--- src/rtl/pwm_seq_ctrl.sv ---
// ============================================================================
//  Module      : pwm_seq_ctrl
//  Description : Steps a timer through a table of compare-value pairs. Each
//                entry is held for a programmable number of timer periods.
//                Once the final entry completes, the sequence either finishes
//                or wraps back to entry 0.
//  Revision    : 1.0 - initial release
// ============================================================================
`default_nettype none

module pwm_seq_ctrl #(
    parameter int AW    = 3,
    parameter int RPT_W = 8
) (
    input  logic             clk,
    input  logic             rst_n,
    input  logic             start,
    input  logic             stop,
    input  logic             loop,
    input  logic [AW-1:0]    last_idx,
    input  logic [RPT_W-1:0] rpt,
    input  logic             wr,
    input  logic [AW-1:0]    wr_addr,
    input  logic [31:0]      wr_cmpx,
    input  logic [31:0]      wr_cmpy,
    input  logic             timeout_flag,
    output logic             tmr_en,
    output logic [31:0]      cmpx,
    output logic [31:0]      cmpy,
    output logic             busy,
    output logic [AW-1:0]    idx,
    output logic             done,
    output logic             entry_pulse
);

    localparam int             C_DEPTH   = 2**AW;
    localparam logic [RPT_W-1:0] C_RPT_ONE = RPT_W'(1);

    typedef enum logic [1:0] {
        S_IDLE = 2'd0,
        S_LOAD = 2'd1,
        S_RUN  = 2'd2
    } state_t;

    state_t           state_q, state_d;
    logic [AW-1:0]    idx_q, idx_d;
    logic [RPT_W-1:0] rpt_cnt_q, rpt_cnt_d;
    logic [31:0]      cmpx_q, cmpx_d;
    logic [31:0]      cmpy_q, cmpy_d;
    logic             done_q, done_d;
    logic             entry_q, entry_d;
    logic             timeout_q;

    // Compare table; contents deliberately survive reset.
    logic [31:0]      tbl_x_q [C_DEPTH];
    logic [31:0]      tbl_y_q [C_DEPTH];

    logic             w_event;
    logic             w_last;
    logic [AW-1:0]    w_adv_idx;
    logic [RPT_W-1:0] w_rpt_eff;

    // A repeat count of zero means one period.
    assign w_rpt_eff = (rpt == '0) ? C_RPT_ONE : rpt;

    // Rising edge of the timer's level flag; only meaningful while running.
    assign w_event   = timeout_flag & ~timeout_q & (state_q == S_RUN);

    assign w_last    = (idx_q == last_idx);

    // After the last entry the only way onward is a loop back to 0; otherwise
    // step forward, wrapping naturally at 2**AW.
    assign w_adv_idx = w_last ? '0 : (idx_q + 1'b1);

    // Table write port; reads below see the pre-write contents on a
    // same-cycle write because the array only updates at the clock edge.
    always_ff @(posedge clk) begin
        if (wr) begin
            tbl_x_q[wr_addr] <= wr_cmpx;
            tbl_y_q[wr_addr] <= wr_cmpy;
        end
    end

    // Delayed copy of the timeout flag, tracked in every state.
    always_ff @(posedge clk or negedge rst_n) begin
        if (!rst_n) begin
            timeout_q <= 1'b0;
        end else begin
            timeout_q <= timeout_flag;
        end
    end

    // Sequencer state registers.
    always_ff @(posedge clk or negedge rst_n) begin
        if (!rst_n) begin
            state_q   <= S_IDLE;
            idx_q     <= '0;
            rpt_cnt_q <= '0;
            cmpx_q    <= '0;
            cmpy_q    <= '0;
            done_q    <= 1'b0;
            entry_q   <= 1'b0;
        end else begin
            state_q   <= state_d;
            idx_q     <= idx_d;
            rpt_cnt_q <= rpt_cnt_d;
            cmpx_q    <= cmpx_d;
            cmpy_q    <= cmpy_d;
            done_q    <= done_d;
            entry_q   <= entry_d;
        end
    end

    // Next-state logic: start/load/advance/finish, with stop overriding all.
    always_comb begin
        state_d   = state_q;
        idx_d     = idx_q;
        rpt_cnt_d = rpt_cnt_q;
        cmpx_d    = cmpx_q;
        cmpy_d    = cmpy_q;
        done_d    = 1'b0;
        entry_d   = 1'b0;

        case (state_q)
            S_IDLE: begin
                if (start) begin
                    idx_d   = '0;
                    state_d = S_LOAD;
                end
            end
            S_LOAD: begin
                cmpx_d    = tbl_x_q[idx_q];
                cmpy_d    = tbl_y_q[idx_q];
                rpt_cnt_d = w_rpt_eff;
                state_d   = S_RUN;
            end
            S_RUN: begin
                if (w_event) begin
                    if (rpt_cnt_q > C_RPT_ONE) begin
                        rpt_cnt_d = rpt_cnt_q - C_RPT_ONE;
                    end else if (!w_last || loop) begin
                        idx_d     = w_adv_idx;
                        cmpx_d    = tbl_x_q[w_adv_idx];
                        cmpy_d    = tbl_y_q[w_adv_idx];
                        rpt_cnt_d = w_rpt_eff;
                        entry_d   = 1'b1;
                    end else begin
                        state_d = S_IDLE;
                        done_d  = 1'b1;
                    end
                end
            end
            default: begin
                state_d = S_IDLE;
            end
        endcase

        // Abort: return to idle and freeze everything else, no done pulse.
        if (stop) begin
            state_d   = S_IDLE;
            idx_d     = idx_q;
            rpt_cnt_d = rpt_cnt_q;
            cmpx_d    = cmpx_q;
            cmpy_d    = cmpy_q;
            done_d    = 1'b0;
            entry_d   = 1'b0;
        end
    end

    // Decoded from the state register so reset clears them asynchronously.
    assign tmr_en      = (state_q == S_RUN);
    assign busy        = (state_q != S_IDLE);
    assign idx         = idx_q;
    assign cmpx        = cmpx_q;
    assign cmpy        = cmpy_q;
    assign done        = done_q;
    assign entry_pulse = entry_q;

endmodule

`default_nettype wire

--- config.mk ---
export PLATFORM = sky130hd
export DESIGN_NAME = pwm_seq_ctrl
export DESIGN_NICKNAME = d
export VERILOG_FILES = /design/src/rtl/pwm_seq_ctrl.sv
export SDC_FILE = /design/constraint.sdc
export NUM_CORES = 1
export LEC_CHECK = 0
export CORE_MARGIN = 1.5
export CORE_UTILIZATION = 39
export CTS_CLUSTER_DIAMETER = 40
export DETAILED_ROUTE_END_ITERATION = 8
export SLEW_MARGIN = 20
export SYNTH_ARGS = -nofsm -noshare
export SYNTH_HDL_FRONTEND = slang
export SYNTH_SLANG_ARGS = --single-unit
--- constraint.sdc ---
create_clock -name clk -period 3.08 [get_ports clk]
set_clock_uncertainty 0.05 [all_clocks]
set_input_delay 0.616 -clock clk [delete_from_list [all_inputs] [get_ports clk]]
set_output_delay 0.616 -clock clk [all_outputs]
set_load 0.02 [all_outputs]
==> results by group, run 1 <==
Critical path
  • Crit-path leading delay family: buffers and inverters
  • Worst path slowest cell: clkdlybuf4s50_1
  • R2R Setup Slk: around 0.18 ns
  • Worst EP arrival: 2.34 ns
  • Crit path max fanout: 29
  • Worst setup EP type: output port
  • Crit path required time: 2.41 ns
  • Critical path class: register to output port
  • Crit-path max cell delay: around 0.70 ns
  • Worst path buffer plus inverter count: 2
  • Startpoint types: register
  • Critical path cell sequence: buf_4 -> clkdlybuf4s50_1

Floorplanning
  • Io pins: 156
  • Initial Utilization: 0.395
  • Std-Cell Rows: just under 100
  • Core area: roughly 70,000 um2
  • Die area: 72,800 um2
  • Die width: around 270 um
  • Die Y: 270 um

Logic synthesis
  • Ys Warns: 0
  • Post-synth EDFFs: roughly 500
  • Synth async-reset ratio: 0.135
  • Mapped Cells: approximately 1,700
  • Share of the synthesized area in the top cell type: 0.554
  • Post-synthesis net count: between 1,500 and 2,000
  • Top cells by area, synth: edfxtp_1 (55%), mux4_2 (10%), dfrtp_1 (7.2%)
  • Most used DFF post-synth: edfxtp_1
  • Seq cells post-synth: approximately 600
  • Synth Cell Area: ~28,000 um2
  • Post-Syn Area per Cell: about 16 um2
  • Synth area leader: edfxtp_1
  • Post-synthesis sequential area ratio: 0.626
  • Synth cell types: 48

Layout
  • Fin cells: between 2,000 and 3,000
  • Most common cell after layout, fill and taps aside: edfxtp_1
  • Multi-input logic area: between 9000 and 10,000 um2
  • Share of cells above drive strength 1: 0.241
  • Commonest non-fill, non-tap cells in the layout: edfxtp_1 (512), mux2i_1 (194), clkdlybuf4s50_1 (153), mux4_2 (128), o21ai_0 (92)
  • Syn-to-layout area delta: 23.6%
  • Layout Utilization: 0.488
  • FILL cells: around 5,800
  • Nets@finish: 2,019
  • Sequential cell area: between 15,000 and 20,000 um2

Pwr
  • PD cells: about 850 nW/um2
  • Power Total: about 0.029 W
  • Peak VDD IR: approximately 0.00054 V
  • Leakage power: ~11 nW

STA
  • Hold Vio Cnt, Final: 0
  • Worst-margin pin slew: between 1 and 1.5 ns
  • RSZ-0062 raised after global routing: false
  • Hold WS: 0.425 ns
  • Fmax: ~0.33 GHz
  • Period utilization: 0.975
  • Relative max-transition margin: 0.302
  • Tmin final: between 3 and 4 ns
  • Final setup fails: 0
  • Fin. max-slew vios: 0

Detailed routing
  • Initial DRC count: 1,754
  • Routed vias: roughly 18,000
  • WL per Instance: between 20 and 30 um
  • Final ANT Viol Nets: 0
  • TritonRoute pass-1 iters: 5
  • Routed Wire Length: 82.5 mm
  • Remaining DRCs: 0
  • Post-DR vias/cell: 6.14

Global route
  • Vias in the first global route: 19,000
  • Initial antenna violation count: 7
  • First-pass GRT wire length: between 100 and 150 mm
  • Total Routing Usage GR: 0.225
  • Largest net degree at the start of global routing: roughly 170
  • Grt ovf: 0

Clock network
  • H-tree Lvls: 3
  • Maximum clock insertion buffer count: 3
  • Worst-Skew Late Latency: 0.63 ns
  • Clock root cell: clkbuf_16
  • CTS tree: done
  • Worst-path clk slew: about 0.06 ns
  • CTS Sinks: 592
  • Num CTS Buffers: 85

Placed design
  • PortBufs: between 150 and 200
  • DP HPWL: 47.6 mm
  • Routability cong.: a little under 0.8
  • Post-placement cell count: ~2,800

Run status
  • Status: finished, final reports clean

Flow run
  • Max-cap violations: 0

Hold path
  • Hold WC Path Type: primary input to register
-- repair_timing --
item | 4_1_cts | 5_1_grt
gates resized for setup | 0 | 1
buffers inserted | 0 | 4
hold buffers | 1 | 0
endpoints found under the setup margin | 0 | 2
endpoints found under the hold margin | 29 | 0
-- Yosys cell counts (6+ instances only) --
library cell / n
o221ai_2: 10
mux2i_1: 194
nor2_1: 18
o21ai_0: 92
nor2b_1: 47
o21ai_1: 9
o221ai_1: 26
inv_1: 11
nor4_1: 6
ha_1: 7
clkbuf_1: 114
mux4_2: 128
mux2_2: 64
edfxtp_1: 512
buf_6: 6
nand2b_1: 10
a32oi_1: 46
a21oi_1: 73
nor3_1: 6
a2bb2oi_1: 48
buf_2: 8
buf_1: 21
dfrtp_1: 80
a311oi_1: 45
nand2_1: 44
o32ai_1: 64
-- power by group --
group / internal [W] / switching (W)
Sequential: 0.00945 / 0.000646
Clock: 0.00628 / 0.00383
Combinational: 0.00382 / 0.00502
Total: 0.0195 / 0.00950
-- worst reg2reg max path, stage by stage, from the launching register on --
cell	delay, ns
dfrtp_1	0.44
or4_1	0.61
or4_1	0.49
buf_4	0.21
a2111oi_4	0.37
buf_4	0.38
a32oi_1	0.18
o21ai_0	0.09
-- cell families (layout without fill, tap and decap cells) --
logic type | Yosys count | after routing | share of synthesized area
AO/OA/AOI/OAI | 436 | 436 | 0.117
XOR/XNOR | 7 | 7 | 0.00221
adder cells (fa/ha/maj) | 7 | 7 | 0.00316
buffers and inverters | 161 | 424 | 0.0244
flip-flops | 592 | 592 | 0.626
multiplexers | 386 | 386 | 0.200
other | 0 | 2 | 0
AND/OR/NAND/NOR | 147 | 147 | 0.0273
-- final timing paths --
path	from	end	depth (start not counted)
worst max-delay path	idx[2]$_DFFE_PN0P_	idx[2]	2
worst min-delay path	timeout_flag	timeout_q$_DFF_PN0_	1
worst min register to register	cmpy[15]$_DFFE_PN0P_	cmpy[15]$_DFFE_PN0P_	2
worst max register to register	rpt_cnt_q[4]$_DFFE_PN0P_	cmpy[24]$_DFFE_PN0P_	7
min in group asynchronous	rst_n	cmpx[25]$_DFFE_PN0P_	2
max in group asynchronous	rst_n	cmpy[0]$_DFFE_PN0P_	3
-- flip-flops by register name, summed over array words and instances, names as in the netlist --
name         flops
entry_pulse      1
rpt_cnt_q        8
tbl_y_q        256
cmpy            32
timeout_q        1
idx              3
cmpx            32
done             1
tbl_x_q        256
state_q          2
-- cell type report --
| cell class | count | area share |
|---|---|---|
| well taps | 940 | 0.0343 |
| clock inverters | 64 | 0.0237 |
| clock buffers | 95 | 0.0640 |
| flip-flops and latches | 592 | 0.507 |
| diodes | 2 | 0.000146 |
| repair buffers | 254 | 0.0816 |
| multi-input cells | 983 | 0.288 |
| inverters | 11 | 0.00120 |
-- metal layers --
layer	global-route usage	routed length, um	vias up
li1	-	-	7669
met2	0.366	39800	838
met1	0.303	34000	9359
met5	0	63	-
met3	0.0421	6430	177
met4	0.0798	2220	10
-- through the flow --
step	area (um2)	setup WS (ns)	TNS (ns)
3_5_place_dp	31200	-0.0498	-0.432
4_1_cts	34300	0.0268	0
6_report	34300	0.0775	0
5_1_grt	34300	0.0338	0
3_3_place_gp	31200	-0.0104	-0.0401
2_1_floorplan	27800	-0.962	-170.23
Note: power is estimated with default switching activity, not from simulation.
==> inputs of run 2 (changes only) <==
--- a/config.mk
+++ b/config.mk
@@ -6,10 +6,11 @@
 export NUM_CORES = 1
 export LEC_CHECK = 0
 export CORE_MARGIN = 1.5
-export CORE_UTILIZATION = 39
+export CORE_UTILIZATION = 30
 export CTS_CLUSTER_DIAMETER = 40
 export DETAILED_ROUTE_END_ITERATION = 8
 export SLEW_MARGIN = 20
 export SYNTH_ARGS = -nofsm -noshare
 export SYNTH_HDL_FRONTEND = slang
 export SYNTH_SLANG_ARGS = --single-unit
+export TNS_END_PERCENT = 50
==> constraint.sdc (replaced) <==
create_clock -name clk -period 3 [get_ports clk]
set_clock_uncertainty 0.05 [all_clocks]
set_input_delay 0.6 -clock clk [delete_from_list [all_inputs] [get_ports clk]]
set_output_delay 0.6 -clock clk [all_outputs]
set_load 0.02 [all_outputs]
==> results by group, run 2 (synthesized netlist as in run 1, its figures left out) <==
STA
  • Hold Vio Cnt, Final: 0
  • Fmax: 0.350 GHz
  • RSZ-0062 raised after global routing: false
  • Worst-margin pin slew: ~0.9 ns
  • Period utilization: 0.953
  • Relative max-transition margin: 0.398
  • Final setup fails: 0
  • Fin. max-slew vios: 0
  • Tmin final: ~2.9 ns
  • Final WS setup: 0.141 ns

Global route
  • Grt ovf: 0
  • Total Routing Usage GR: 0.178
  • Initial antenna violation count: 10
  • First-pass GRT wire length: 125 mm
  • Largest net degree at the start of global routing: around 130
  • Vias in the first global route: roughly 19,000

Floorplanning
  • Die Y: 307 um
  • Die area: 94,300 um2
  • Std-Cell Rows: ~110
  • Core area: slightly above 90,000 um2
  • Initial Utilization: 0.303
  • Io pins: around 160
  • Die width: 307 um

Pwr
  • Power Total: slightly above 0.03 W
  • Leakage power: around 11 nW
  • Peak VDD IR: approximately 0.00076 V
  • PD cells: around 900 nW/um2

Placed design
  • Pre-CTS setup slack: -0.0489 ns
  • DP HPWL: between 40 and 50 mm
  • PortBufs: 155
  • Routability cong.: between 0.8 and 0.9

Detailed routing
  • Post-DR vias/cell: 5.64
  • TritonRoute pass-1 iters: 5
  • Routed vias: approximately 18,000
  • Final ANT Viol Nets: 0
  • WL per Instance: between 20 and 30 um
  • Routed Wire Length: 85.5 mm
  • Initial DRC count: 1,852
  • Remaining DRCs: 0

Clock network
  • Num CTS Buffers: 94
  • H-tree Lvls: 3
  • Maximum clock insertion buffer count: 3
  • CTS Sinks: between 500 and 600
  • Worst-path clk slew: about 0.05 ns
  • Clock root cell: clkbuf_16
  • CTS tree: done
  • Worst-Skew Late Latency: 0.63 ns

Layout
  • Nets@finish: around 2,000
  • FILL cells: between 8,000 and 9,000
  • Most common cell after layout, fill and taps aside: edfxtp_1
  • Commonest non-fill, non-tap cells in the layout: edfxtp_1 (512), mux2i_1 (194), clkdlybuf4s50_1 (153), mux4_2 (128), clkbuf_16 (96)
  • Syn-to-layout area delta: 25.7%
  • Share of cells above drive strength 1: 0.241
  • Top Registers: tbl_x_q x256, tbl_y_q x256

Run status
  • Status: finished, final reports clean

Critical path
  • Critical path class: register to output port
  • Crit path max fanout: 3
  • Worst setup EP type: output port
  • Critical path cell sequence: inv_1 -> ha_1 -> inv_1 -> clkdlybuf4s50_1
  • Worst path buffer plus inverter count: 3
  • Startpoint types: register
  • Crit-path max cell delay: 0.65 ns
  • Crit-path leading delay family: buffers and inverters
  • Worst EP arrival: 2.21 ns
  • Worst path slowest cell: clkdlybuf4s50_1
  • Crit path required time: between 2 and 2.5 ns
  • Most frequent CP cell: inv_1

Hold path
  • Hold WC Path Type: primary input to register

Flow run
  • Max-cap violations: 0
==> run 2: changes by cell type in the layout (fill, tap and decap cells not counted), sizes merged <==
cell / previous run / this run
buf: 99 / 94
clkbuf: 95 / 115
clkinv: 25 / 22
clkinvlp: 10 / 8
diode: 2 / 5
inv: 28 / 29
==> run 2: layout make-up <==
type,instances,area [um2],share of cell area
flip-flops and latches,592,17400,0.499
multi-input cells,983,9880,0.283
repair buffers,250,2820,0.0808
clock buffers,114,2500,0.0716
well taps,1186,1480,0.0425
clock inverters,60,752,0.0216
inverters,11,41.3,0.00118
diodes,5,12.5,0.000359
==> run 2: report_power, final <==
part / leakage [nW] / total (W) / internal (W) / switching [W]
registers: 5.65 / 0.0104 / 0.00970 / 0.000683
logic: 3.72 / 0.00914 / 0.00398 / 0.00517
clock network: 1.57 / 0.0111 / 0.00705 / 0.00400
total: 10.9 / 0.0306 / 0.0207 / 0.00986
==> run 2: per-layer routing <==
| metal | global-route usage | wire length (um) | vias to the layer above |
|---|---|---|---|
| met1 | 0.232 | 35200 | 9351 |
| met5 | 0 | 65 | - |
| met2 | 0.294 | 41200 | 782 |
| li1 | - | - | 7695 |
| met3 | 0.0332 | 6250 | 203 |
| met4 | 0.0690 | 2850 | 10 |
==> run 2: worst register-to-register path, delay by kind of cell (launching register included) <==
family / cells / cell delay [ns]
simple gates: 3 / 1.62
flops: 1 / 0.44
compound gates: 1 / 0.21
buf+inv: 2 / 0.39
==> run 2: final timing paths <==
check,start,endpoint,slack [ns],depth (start not counted)
max,state_q[1]$_DFFE_PN0P_,busy,0.14,4
min,timeout_flag,timeout_q$_DFF_PN0_,0.41,1
max reg2reg,rpt_cnt_q[4]$_DFFE_PN0P_,cmpx[27]$_DFFE_PN0P_,0.17,6
min reg2reg,cmpy[1]$_DFFE_PN0P_,cmpy[1]$_DFFE_PN0P_,0.45,2
max in group asynchronous,rst_n,idx[0]$_DFFE_PN0P_,1.66,3
min in group asynchronous,rst_n,cmpy[1]$_DFFE_PN0P_,0.47,2
==> run 2: what timing repair did <==
item | 4_1_cts | 5_1_grt
setup buffers | 0 | 0
endpoints found under the setup margin | 0 | 2
resized for setup | 0 | 2
hold buffers | 1 | 0
hold endpoints to repair | 25 | 0
==> run 2: metrics by stage <==
step                      setup TNS, ns  cell area (um2)  utilization  hold slack, ns  instances
after floorplan                 -368.48            27800            -           0.254       1736
final                                 0            34900        0.380           0.408       3201
after global routing                  0            34900        0.380           0.408       3198
after global placement           -0.174            31600        0.344           0.445       3020
after CTS                             0            34800        0.380           0.375       3195
after detailed placement         -0.551            31600        0.344           0.451       3020
